--- config.mk ---
export PLATFORM = sky130hd
export DESIGN_NAME = pipe_hazard_ctrl_flat
export DESIGN_NICKNAME = d
export VERILOG_FILES = /design/src/rtl/pipe_hazard_ctrl_if.sv /design/src/rtl/pipe_hazard_ctrl.sv /design/src/flat_wrapper.sv
export SDC_FILE = /design/constraint.sdc
export NUM_CORES = 1
export LEC_CHECK = 0
export CELL_PAD_IN_SITES_DETAIL_PLACEMENT = 1
export CELL_PAD_IN_SITES_GLOBAL_PLACEMENT = 2
export CORE_MARGIN = 2
export CORE_UTILIZATION = 33
export CTS_BUF_LIST = sky130_fd_sc_hd__clkbuf_4 sky130_fd_sc_hd__clkbuf_8 sky130_fd_sc_hd__clkbuf_16
export DETAILED_ROUTE_END_ITERATION = 10
export PLACE_DENSITY = 0.85
export SLEW_MARGIN = 30
export SYNTH_ARGS = -nofsm -noshare
export SYNTH_HDL_FRONTEND = slang
export SYNTH_SLANG_ARGS = --single-unit
--- constraint.sdc ---
create_clock -name clk -period 4.75 [get_ports clk]
set_input_delay 0.95 -clock clk [delete_from_list [all_inputs] [get_ports clk]]
set_output_delay 0.95 -clock clk [all_outputs]
set_load 0.05 [all_outputs]
--- src/rtl/pipe_hazard_ctrl_if.sv ---
`default_nettype none
// ============================================================================
// Module   : pipe_hazard_ctrl_if
// Purpose  : Hazard fields, memory handshakes and stall/flush controls that
//            pass between the 5-stage pipeline and its hazard sequencer.
// Revision : 1.0  initial release
// ============================================================================
interface pipe_hazard_ctrl_if #(
    parameter int CNT_W = 32
);
    logic [4:0]       id_rs1;
    logic [4:0]       id_rs2;
    logic             id_use_rs1;
    logic             id_use_rs2;
    logic [4:0]       ex_rd;
    logic [2:0]       ex_memread;
    logic             mem_branch_taken;
    logic             imem_ready;
    logic             dmem_req;
    logic             dmem_ready;

    logic             pc_en;
    logic             ifid_en;
    logic             idex_en;
    logic             exmem_en;
    logic             memwb_en;
    logic             pc_redirect;
    logic             ifid_flush;
    logic             idex_flush;
    logic             exmem_flush;
    logic             memwb_flush;
    logic             mem_timeout;
    logic [CNT_W-1:0] stall_cnt;
    logic [CNT_W-1:0] flush_cnt;

    // Controller side
    modport master (
        input  id_rs1, id_rs2, id_use_rs1, id_use_rs2, ex_rd, ex_memread,
        input  mem_branch_taken, imem_ready, dmem_req, dmem_ready,
        output pc_en, ifid_en, idex_en, exmem_en, memwb_en, pc_redirect,
        output ifid_flush, idex_flush, exmem_flush, memwb_flush,
        output mem_timeout, stall_cnt, flush_cnt
    );

    // Pipeline side
    modport slave (
        output id_rs1, id_rs2, id_use_rs1, id_use_rs2, ex_rd, ex_memread,
        output mem_branch_taken, imem_ready, dmem_req, dmem_ready,
        input  pc_en, ifid_en, idex_en, exmem_en, memwb_en, pc_redirect,
        input  ifid_flush, idex_flush, exmem_flush, memwb_flush,
        input  mem_timeout, stall_cnt, flush_cnt
    );
endinterface
`default_nettype wire

--- src/rtl/pipe_hazard_ctrl.sv ---
`default_nettype none
// ============================================================================
// Module   : pipe_hazard_ctrl
// Purpose  : Stall/flush sequencer for the 5-stage pipeline: reset hold,
//            load-use / fetch / data-memory stalls, branch flush, timeout halt.
// Revision : 1.0  initial release
// ============================================================================
module pipe_hazard_ctrl #(
    parameter int RESET_HOLD  = 4,
    parameter int MEM_TIMEOUT = 64,
    parameter int CNT_W       = 32
) (
    input  wire logic            clk,
    input  wire logic            rstn,
    pipe_hazard_ctrl_if.master   bus
);

    localparam int HC_W = (RESET_HOLD > 1) ? $clog2(RESET_HOLD) : 1;
    localparam int WC_W = $clog2(MEM_TIMEOUT + 1);

    localparam logic [HC_W-1:0] c_hold_last = HC_W'(RESET_HOLD - 1);
    localparam logic [WC_W-1:0] c_timeout   = WC_W'(MEM_TIMEOUT);

    localparam logic [1:0] S_HOLD = 2'd0;
    localparam logic [1:0] S_RUN  = 2'd1;
    localparam logic [1:0] S_WAIT = 2'd2;
    localparam logic [1:0] S_HALT = 2'd3;

    logic [1:0]       r_state;
    logic [HC_W-1:0]  r_hold_cnt;
    logic [WC_W-1:0]  r_wait_cnt;
    logic             r_mem_timeout;
    logic [CNT_W-1:0] r_stall_cnt;
    logic [CNT_W-1:0] r_flush_cnt;

    logic             w_active;
    logic             w_load_use;
    logic             w_mem_block;
    logic [WC_W-1:0]  w_wait_nxt;

    logic w_pc_en, w_ifid_en, w_idex_en, w_exmem_en, w_memwb_en;
    logic w_pc_redirect;
    logic w_ifid_flush, w_idex_flush, w_exmem_flush, w_memwb_flush;

    assign w_active   = (r_state == S_RUN) || (r_state == S_WAIT);
    assign w_wait_nxt = r_wait_cnt + WC_W'(1);

    assign w_load_use = (bus.ex_memread != 3'd0) && (bus.ex_rd != 5'd0) &&
                        ((bus.id_use_rs1 && (bus.id_rs1 == bus.ex_rd)) ||
                         (bus.id_use_rs2 && (bus.id_rs2 == bus.ex_rd)));

    // In MEM_WAIT the access is already outstanding, so only dmem_ready matters.
    assign w_mem_block = ((r_state == S_RUN)  && bus.dmem_req && !bus.dmem_ready) ||
                         ((r_state == S_WAIT) && !bus.dmem_ready);

    always_comb begin
        w_pc_en       = 1'b0;
        w_ifid_en     = 1'b0;
        w_idex_en     = 1'b0;
        w_exmem_en    = 1'b0;
        w_memwb_en    = 1'b0;
        w_pc_redirect = 1'b0;
        w_ifid_flush  = 1'b1;
        w_idex_flush  = 1'b1;
        w_exmem_flush = 1'b1;
        w_memwb_flush = 1'b1;
        if (w_active) begin
            w_ifid_flush  = 1'b0;
            w_idex_flush  = 1'b0;
            w_exmem_flush = 1'b0;
            w_memwb_flush = 1'b0;
            if (w_mem_block) begin
                w_memwb_flush = 1'b1;
            end else if (bus.mem_branch_taken) begin
                w_pc_en       = 1'b1;
                w_ifid_en     = 1'b1;
                w_idex_en     = 1'b1;
                w_exmem_en    = 1'b1;
                w_memwb_en    = 1'b1;
                w_pc_redirect = 1'b1;
                w_ifid_flush  = 1'b1;
                w_idex_flush  = 1'b1;
                w_exmem_flush = 1'b1;
            end else if (w_load_use) begin
                w_idex_en     = 1'b1;
                w_exmem_en    = 1'b1;
                w_memwb_en    = 1'b1;
                w_idex_flush  = 1'b1;
            end else if (!bus.imem_ready) begin
                w_ifid_en     = 1'b1;
                w_idex_en     = 1'b1;
                w_exmem_en    = 1'b1;
                w_memwb_en    = 1'b1;
                w_ifid_flush  = 1'b1;
            end else begin
                w_pc_en       = 1'b1;
                w_ifid_en     = 1'b1;
                w_idex_en     = 1'b1;
                w_exmem_en    = 1'b1;
                w_memwb_en    = 1'b1;
            end
        end
    end

    always_ff @(posedge clk or negedge rstn) begin
        if (!rstn) begin
            r_state       <= S_HOLD;
            r_hold_cnt    <= '0;
            r_wait_cnt    <= '0;
            r_mem_timeout <= 1'b0;
        end else begin
            case (r_state)
                S_HOLD: begin
                    if (r_hold_cnt == c_hold_last) begin
                        r_state <= S_RUN;
                    end else begin
                        r_hold_cnt <= r_hold_cnt + HC_W'(1);
                    end
                end
                S_RUN: begin
                    if (w_mem_block) begin
                        // The first blocked cycle already counts as one wait cycle.
                        if (MEM_TIMEOUT <= 1) begin
                            r_wait_cnt    <= c_timeout;
                            r_mem_timeout <= 1'b1;
                            r_state       <= S_HALT;
                        end else begin
                            r_wait_cnt <= WC_W'(1);
                            r_state    <= S_WAIT;
                        end
                    end
                end
                S_WAIT: begin
                    if (w_mem_block) begin
                        r_wait_cnt <= w_wait_nxt;
                        if (w_wait_nxt == c_timeout) begin
                            r_mem_timeout <= 1'b1;
                            r_state       <= S_HALT;
                        end
                    end else begin
                        r_wait_cnt <= '0;
                        r_state    <= S_RUN;
                    end
                end
                default: begin
                    r_state <= S_HALT;
                end
            endcase
        end
    end

    always_ff @(posedge clk or negedge rstn) begin
        if (!rstn) begin
            r_stall_cnt <= '0;
            r_flush_cnt <= '0;
        end else begin
            if (w_active && !w_pc_en) begin
                r_stall_cnt <= r_stall_cnt + CNT_W'(1);
            end
            if (w_pc_redirect) begin
                r_flush_cnt <= r_flush_cnt + CNT_W'(1);
            end
        end
    end

    assign bus.pc_en       = w_pc_en;
    assign bus.ifid_en     = w_ifid_en;
    assign bus.idex_en     = w_idex_en;
    assign bus.exmem_en    = w_exmem_en;
    assign bus.memwb_en    = w_memwb_en;
    assign bus.pc_redirect = w_pc_redirect;
    assign bus.ifid_flush  = w_ifid_flush;
    assign bus.idex_flush  = w_idex_flush;
    assign bus.exmem_flush = w_exmem_flush;
    assign bus.memwb_flush = w_memwb_flush;
    assign bus.mem_timeout = r_mem_timeout;
    assign bus.stall_cnt   = r_stall_cnt;
    assign bus.flush_cnt   = r_flush_cnt;

endmodule
`default_nettype wire

--- src/flat_wrapper.sv ---
// flat-port wrapper written by rule: the top's interface ports become plain ports
module pipe_hazard_ctrl_flat 
#(
    parameter int RESET_HOLD  = 4,
    parameter int MEM_TIMEOUT = 64,
    parameter int CNT_W       = 32
)
  (clk, rstn, bus_id_rs1, bus_id_rs2, bus_id_use_rs1, bus_id_use_rs2, bus_ex_rd, bus_ex_memread, bus_mem_branch_taken, bus_imem_ready, bus_dmem_req, bus_dmem_ready, bus_pc_en, bus_ifid_en, bus_idex_en, bus_exmem_en, bus_memwb_en, bus_pc_redirect, bus_ifid_flush, bus_idex_flush, bus_exmem_flush, bus_memwb_flush, bus_mem_timeout, bus_stall_cnt, bus_flush_cnt);
  pipe_hazard_ctrl_if #(.CNT_W(CNT_W)) bus_i ();
  input  wire logic clk;
  input  wire logic rstn;
  input wire logic [$bits(bus_i.id_rs1)-1:0] bus_id_rs1;
  input wire logic [$bits(bus_i.id_rs2)-1:0] bus_id_rs2;
  input wire logic [$bits(bus_i.id_use_rs1)-1:0] bus_id_use_rs1;
  input wire logic [$bits(bus_i.id_use_rs2)-1:0] bus_id_use_rs2;
  input wire logic [$bits(bus_i.ex_rd)-1:0] bus_ex_rd;
  input wire logic [$bits(bus_i.ex_memread)-1:0] bus_ex_memread;
  input wire logic [$bits(bus_i.mem_branch_taken)-1:0] bus_mem_branch_taken;
  input wire logic [$bits(bus_i.imem_ready)-1:0] bus_imem_ready;
  input wire logic [$bits(bus_i.dmem_req)-1:0] bus_dmem_req;
  input wire logic [$bits(bus_i.dmem_ready)-1:0] bus_dmem_ready;
  output wire logic [$bits(bus_i.pc_en)-1:0] bus_pc_en;
  output wire logic [$bits(bus_i.ifid_en)-1:0] bus_ifid_en;
  output wire logic [$bits(bus_i.idex_en)-1:0] bus_idex_en;
  output wire logic [$bits(bus_i.exmem_en)-1:0] bus_exmem_en;
  output wire logic [$bits(bus_i.memwb_en)-1:0] bus_memwb_en;
  output wire logic [$bits(bus_i.pc_redirect)-1:0] bus_pc_redirect;
  output wire logic [$bits(bus_i.ifid_flush)-1:0] bus_ifid_flush;
  output wire logic [$bits(bus_i.idex_flush)-1:0] bus_idex_flush;
  output wire logic [$bits(bus_i.exmem_flush)-1:0] bus_exmem_flush;
  output wire logic [$bits(bus_i.memwb_flush)-1:0] bus_memwb_flush;
  output wire logic [$bits(bus_i.mem_timeout)-1:0] bus_mem_timeout;
  output wire logic [$bits(bus_i.stall_cnt)-1:0] bus_stall_cnt;
  output wire logic [$bits(bus_i.flush_cnt)-1:0] bus_flush_cnt;
  assign bus_i.id_rs1 = bus_id_rs1;
  assign bus_i.id_rs2 = bus_id_rs2;
  assign bus_i.id_use_rs1 = bus_id_use_rs1;
  assign bus_i.id_use_rs2 = bus_id_use_rs2;
  assign bus_i.ex_rd = bus_ex_rd;
  assign bus_i.ex_memread = bus_ex_memread;
  assign bus_i.mem_branch_taken = bus_mem_branch_taken;
  assign bus_i.imem_ready = bus_imem_ready;
  assign bus_i.dmem_req = bus_dmem_req;
  assign bus_i.dmem_ready = bus_dmem_ready;
  assign bus_pc_en = bus_i.pc_en;
  assign bus_ifid_en = bus_i.ifid_en;
  assign bus_idex_en = bus_i.idex_en;
  assign bus_exmem_en = bus_i.exmem_en;
  assign bus_memwb_en = bus_i.memwb_en;
  assign bus_pc_redirect = bus_i.pc_redirect;
  assign bus_ifid_flush = bus_i.ifid_flush;
  assign bus_idex_flush = bus_i.idex_flush;
  assign bus_exmem_flush = bus_i.exmem_flush;
  assign bus_memwb_flush = bus_i.memwb_flush;
  assign bus_mem_timeout = bus_i.mem_timeout;
  assign bus_stall_cnt = bus_i.stall_cnt;
  assign bus_flush_cnt = bus_i.flush_cnt;
  pipe_hazard_ctrl #(.RESET_HOLD(RESET_HOLD), .MEM_TIMEOUT(MEM_TIMEOUT), .CNT_W(CNT_W)) u_core (.clk(clk), .rstn(rstn), .bus(bus_i));
endmodule
==> Yosys cells after proc, flatten, opt, wreduce, memory -nomap -nowiden <==
Cells that the tools add are included.
{ "word_totals": {"ff_bits": 76, "input_bits": 26, "output_inout_bits": 75} }
{ "op_classes": {"bitwise": 1, "add_sub_neg": 4, "n_mux": 34, "n_eq_ne": 9, "reduce_logical": 21} }
{ "op_table": {"columns": ["op", "count"], "rows": [
  ["adder 32 x 1 -> 32 bit, second input constant", 2],
  ["2-to-1 mux 1 bit", 26],
  ["2-to-1 mux 7 bit", 2],
  ["case mux 7 bit (2 select lines)", 1],
  ["equality test 5 bit", 2],
  ["logical AND 1 bit", 8],
  ["2-to-1 mux 2 bit", 4],
  ["adder 7 x 1 -> 7 bit, second input constant", 1],
  ["equality test 7 bit, second input constant", 1],
  ["case mux 2 bit (3 select lines)", 1],
  ["AND reduction 3 bit", 2],
  ["nonzero test 5 bit", 1],
  ["equality test 2 bit, second input constant", 2],
  ["inequality test 2 x 1 -> 1 bit, second input constant", 2],
  ["AND reduction 2 bit", 2],
  ["logical OR 1 bit", 3],
  ["inequality test 3 bit, second input constant", 1],
  ["nonzero test 3 bit", 1],
  ["adder 2 x 1 -> 2 bit, second input constant", 1],
  ["equality test 2 x 1 -> 1 bit, second input constant", 1],
  ["zero test 1 bit", 2],
  ["zero test 2 bit", 1],
  ["nonzero test 2 bit", 1],
  ["inverter 1 bit", 1]
]} }

==> Logic depth before layout (Yosys ltp) <==
{ "depth": {"word_depth": 10, "mapped_depth": 9, "depth_no_buf": 8} }

==> Worst setup path after synthesis <==
No wires, ideal clock.
{ "synth_path": {"path_kind": "input-to-output", "from": "input port bus_ex_rd[2]", "to": "output port bus_idex_flush", "cell_stages": 5, "slack_ps": 1172, "arrival_ps": 2628, "path_buffers": 0, "path_cell_list": "xnor2_1 nand4_1 o22ai_1 nand2_1 o21ai_0"} }
{ "synth_between": {"elab_chain_len": 8} }
{ "synth_rtl": {"columns": ["item", "line_no", "rtl"], "rows": [
  ["start: declaration", "flat_wrapper.sv:16", "input wire logic [$bits(bus_i.ex_rd)-1:0] bus_ex_rd;"],
  ["equality test 5 bit (on tied branches)", "pipe_hazard_ctrl.sv:49, pipe_hazard_ctrl.sv:50", null],
  ["logical AND 1 bit (on tied branches)", "pipe_hazard_ctrl.sv:49, pipe_hazard_ctrl.sv:50", null],
  ["logical OR 1 bit", "pipe_hazard_ctrl.sv:49", "((bus.id_use_rs1 && (bus.id_rs1 == bus.ex_rd)) ||"],
  ["logical AND 1 bit *", "pipe_hazard_ctrl.sv:48", "assign w_load_use = (bus.ex_memread != 3'd0) && (bus.ex_rd != 5'd0) &&"],
  ["2-to-1 mux 1 bit *", "pipe_hazard_ctrl.sv:84", "end else if (w_load_use) begin"],
  ["2-to-1 mux 1 bit *", "pipe_hazard_ctrl.sv:74", "end else if (bus.mem_branch_taken) begin"],
  ["2-to-1 mux 1 bit *", "pipe_hazard_ctrl.sv:72", "if (w_mem_block) begin"],
  ["2-to-1 mux 1 bit *", "pipe_hazard_ctrl.sv:67", "if (w_active) begin"],
  ["end: declaration", "flat_wrapper.sv:29", "output wire logic [$bits(bus_i.idex_flush)-1:0] bus_idex_flush;"]
]} }
Every way passes the cells marked *; elsewhere a longest branch is shown, timed or not.

==> Final worst setup path <==
{ "layout_path": {"from": "input port bus_ex_rd[0]", "to": "output port bus_pc_en"} }
{ "layout_between": {"elab_chain_len": 8} }
{ "layout_rtl": {"columns": ["item", "line_no", "rtl"], "rows": [
  ["equality test 5 bit (on tied branches)", "pipe_hazard_ctrl.sv:49, pipe_hazard_ctrl.sv:50", null],
  ["logical AND 1 bit (on tied branches)", "pipe_hazard_ctrl.sv:49, pipe_hazard_ctrl.sv:50", null],
  ["logical OR 1 bit", "pipe_hazard_ctrl.sv:49", null],
  ["logical AND 1 bit *", "pipe_hazard_ctrl.sv:48", null],
  ["2-to-1 mux 1 bit *", "pipe_hazard_ctrl.sv:84", null],
  ["2-to-1 mux 1 bit *", "pipe_hazard_ctrl.sv:74", null],
  ["2-to-1 mux 1 bit *", "pipe_hazard_ctrl.sv:72", null],
  ["2-to-1 mux 1 bit *", "pipe_hazard_ctrl.sv:67", null],
  ["end: declaration", "flat_wrapper.sv:22", "output wire logic [$bits(bus_i.pc_en)-1:0] bus_pc_en;"]
]} }
Marks and branches as above.

==> run_results.csv <==
group,metric,value,unit
clocking,cts_tree,"done",
yosys,ys.warnings.count,0,
worst_setup_path,cp_num_buf_inv,2,
detailed_routing,met3_wire_length,393,um
yosys,synth.distinct_cells,44,
detailed_routing,antenna_violating_nets_post_route,0,
timing,clock-skew-final,0.00557,ns
detailed_routing,met2WireLength,4.38,mm
grt,antenna_found_initial,0,
grt,grt_util_all_layers,0.160,
worst_setup_path,startpoint_type,"input port",
timing,hold_violations,0,
outcome,run_status,"completed",
timing,timing.fmax,236,MHz
detailed_routing,topRoutingLayerUsed,"met4",
clocking,cts.hold.buffers_added,0,
worst_setup_path,critical_path.endpoint,"bus_pc_en",
detailed_routing,wl_met1,4.63,mm
worst_setup_path,critPathMostFrequentCell,"clkdlybuf4s50_1",
clocking,cts.path.max_buffers,2,
timing,final.period_utilization,0.890,
power_and_ir_drop,fraction_of_power_consumed_by_sequential_logic,0.367,
die,die_h,112,um
worst_setup_path,critical_path.max_stage_delay,0.80,ns
yosys,synth_fp_nets,397,
worst_setup_path,crit-reg2reg-capture,"u_core.bus.flush_cnt[30]",
clocking,post-cts-setup-buffer-count,0,
finish,nNetsFinal,499,
die,start_util,0.336,
finish,fraction_of_final_layout_cells_with_drive_strength_greater_than_1,0.0725,
detailed_routing,drt-wirelength-per-cell,15.4,um
placed_design,detailedPlacementHpwl,6.80,mm
power_and_ir_drop,power_frac_clock,0.305,
timing,finalMaxSlewViolations,0,
worst_setup_path,worst-endpoint-arrival,3.28,ns
worst_setup_path,worst-path-max-fanout,4,
placed_design,dp_cells,596,
worst_setup_path,worst_path_dominant_cell_family,"buffers and inverters",
power_and_ir_drop,ir_drop,0.000354,V
worst_setup_path,timing_worst_setup_path_type,"input port to primary output",
timing,max_slew_margin,0.532,
power_and_ir_drop,power_report.internal_total,1.30,mW
detailed_routing,avgViaCountPerCell,4.97,
yosys,synthesis.instances,362,
yosys,synth-seq-area-share,0.498,
grt,first_global_vias,3189,
worst_setup_path,regToRegSetupSlack,2.17,ns
power_and_ir_drop,cellLeakagePower,2.34,nW
detailed_routing,wirelength,9.45,mm
worst_setup_path,timing.critical_path.slowest_stage_cell,"clkdlybuf4s50_1",
timing,setup_violations,0,
yosys,synth_ff_type,"dfrtp_1",
finish,finished_core_util,0.461,
clocking,cts_inserted_buffers,9,
min_path,hold_path.class,"register to register",
die,io-pin-count,101,
clocking,worstSkewPairLatency,0.33,ns
yosys,ys_ff_latch,76,
finish,num_antenna_cells,0,
placed_design,io_buffer_count,100,
power_and_ir_drop,netSwitchingFraction,0.369,
timing,fin_crit,4.23,ns
die,die_extent_in_x,112,um
clocking,cts_htree_levels,3,
worst_setup_path,worstSetupPathDepth,7,
detailed_routing,detailedRoute.firstIterationViolations,104,
grt,grt_pass1_wl,16.3,mm
die,core,11400,um^2
worst_setup_path,r2r_cells,7,
power_and_ir_drop,power_density,394,nW/um^2
yosys,syn_avg_cell_area,10.6,um^2
detailed_routing,dr.pass1.iters,4,
timing,setup_total_negative_slack,0,ns
yosys,post_synth_instance_area,3820,um^2
yosys,synth_enable_flop_cells,0,
clocking,ctsResizeCount,0,
worst_setup_path,cp_data_required_time,3.80,ns
grt,overflow,0,
detailed_routing,dr_total_vias,3039,
timing,rsz0062_at_grt,"no",
power_and_ir_drop,power_frac_comb,0.328,
power_and_ir_drop,switching_power,0.761,mW
worst_setup_path,worstPathCellList,"clkdlybuf4s50_1 -> or4_1 -> o32a_1 -> nand2_1 -> a21oi_1 -> nor2_1 -> clkdlybuf4s50_1",
timing,timing_worst_slew_pin_value,0.701,ns
placed_design,gp_routability_congestion,0.877,
clocking,cts-root-buf,"clkbuf_16",
clocking,clock-sinks,76,
finish,layout-area-overhead-vs-synth,37.0,%
yosys,ys_async_sr_fraction,1.00,
flow_run,drv.max_cap_violation_count,0,
finish,final_instance_count_without_filler_cells,612,
detailed_routing,detail_route.drc_violations,0,
worst_setup_path,r2r-start,"u_core.r_state[1]",
die,fp-row-count,39,
min_path,holdPathStages,1,
grt,pin_count_of_the_biggest_net_entering_global_routing,77,
die,design.die.area,12500,um^2
worst_setup_path,crit_path_capture_type,"primary output",
clocking,clkTransAtPathRegs,0.06,ns
worst_setup_path,crit_start,"bus_ex_rd[0]",
[worst min-delay path by stage]
stage | slack, ns | to | start
floorplan | 0.45 | u_core.r_hold_cnt[0] | u_core.r_hold_cnt[0]
global placement | 0.45 | u_core.bus.mem_timeout | u_core.bus.mem_timeout
detailed placement | 0.45 | u_core.bus.mem_timeout | u_core.bus.mem_timeout
CTS | 0.46 | u_core.bus.mem_timeout | u_core.bus.mem_timeout
global route | 0.49 | u_core.bus.mem_timeout | u_core.bus.mem_timeout
finish | 0.46 | u_core.bus.mem_timeout | u_core.bus.mem_timeout
[metal layers]
layer  global-route usage  up-vias
met5                    0        -
met4               0.0469        0
met3               0.0408        4
met2                0.240       73
met1                0.229     1502
li1                     -     1460
[layout make-up]
| type | instances | area [um^2] |
|---|---|---|
| fill | 1258 | 6130 |
| sequential | 76 | 1900 |
| multi-input combinational | 268 | 1840 |
| timing repair buffer | 101 | 1010 |
| clock buffer | 11 | 246 |
| tap | 143 | 179 |
| inverter | 8 | 30.0 |
| clock inverter | 5 | 27.5 |
[cell usage after synthesis (all sizes together), types with 2 or more instances]
master	instances	area [um^2]
and4	4	35.0
o2111ai	2	17.5
o21ai	6	30.0
xnor2	33	289
nor4	7	65.1
o22ai	2	12.5
inv	8	30.0
nor2b	4	25.0
xor2	43	377
dfrtp	76	1900
or4	3	26.3
nand4	10	62.6
or2	3	21.3
buf	5	30.0
nor4b	6	52.6
a21oi	3	15.0
nor3b	3	22.5
o31ai	2	15.0
mux2	4	45.0
ha	9	113
nand3	22	120
nand2	39	146
nor2	24	97.6
clkbuf	5	18.8
and3	10	62.6
nor3	16	80.1
a32o	2	20.0
nand2b	2	12.5
[metrics by stage]
step,area (um^2),total power [mW],hold WS (ns),setup slack [ns]
4_1_cts,5240,2.09,0.461,0.509
6_report,5240,2.07,0.457,0.521
3_3_place_gp,4960,1.44,0.447,0.530
5_1_grt,5240,2.17,0.493,0.446
2_1_floorplan,3820,1.22,0.453,1.17
3_5_place_dp,4960,1.46,0.447,0.517
[worst register-to-register path, stage by stage, from the launching register on]
cell       delay (ns)
dfrtp_1          0.40
inv_1            0.08
ha_1             0.55
o2111ai_1        0.35
or4_1            0.65
nor2_1           0.21
nand2_1          0.10
xnor2_1          0.12
[power groups by stage]
stage               Clock [mW]  Sequential, mW  Combinational [mW]
floorplan                    0           0.888               0.329
global placement             0           0.767               0.668
detailed placement           0           0.771               0.687
CTS                      0.644           0.759               0.689
global route             0.681           0.768               0.721
finish                   0.629           0.758               0.678
[flip-flops by register name, indices dropped and copies added, names as in the netlist]
| signal | cells |
|---|---|
| u_core.bus.mem_timeout | 1 |
| u_core.r_state | 2 |
| u_core.r_wait_cnt | 7 |
| u_core.bus.stall_cnt | 32 |
| u_core.r_hold_cnt | 2 |
| u_core.bus.flush_cnt | 32 |
[cells in the final DEF (no fill, tap or decap), types with 2 or more instances in the layout]
master,n
clkdlybuf4s50_1,99
ha_1,9
dfrtp_1,76
clkbuf_16,9
a21oi_1,3
nand2_1,39
inv_1,8
nor2_2,3
and4_1,4
nand3_2,2
nor4b_1,6
o2111ai_1,2
xnor2_1,33
nand3_1,20
nand4_1,10
nor2_1,21
nor2b_1,4
and3_1,10
o22ai_1,2
or4_1,2
nor3b_1,3
clkinv_2,4
o31ai_1,2
nand2b_1,2
nor3_1,16
mux2_2,4
xor2_1,43
o21ai_0,6
or2_2,2
a32o_1,2
nor4_1,5
[cells by family (layout without fill, tap and decap cells)]
group,count (synthesis),after routing,synth area share
AOI/OAI and AO/OA,23,23,0.0435
DFF,76,76,0.498
xor gates and xnor gates,76,76,0.174
and+or+nand+nor,155,155,0.220
muxes,5,5,0.0144
buffers and inverters,18,125,0.0206
adders and majority gates,9,9,0.0295
Power figures use the tool's default switching activity.
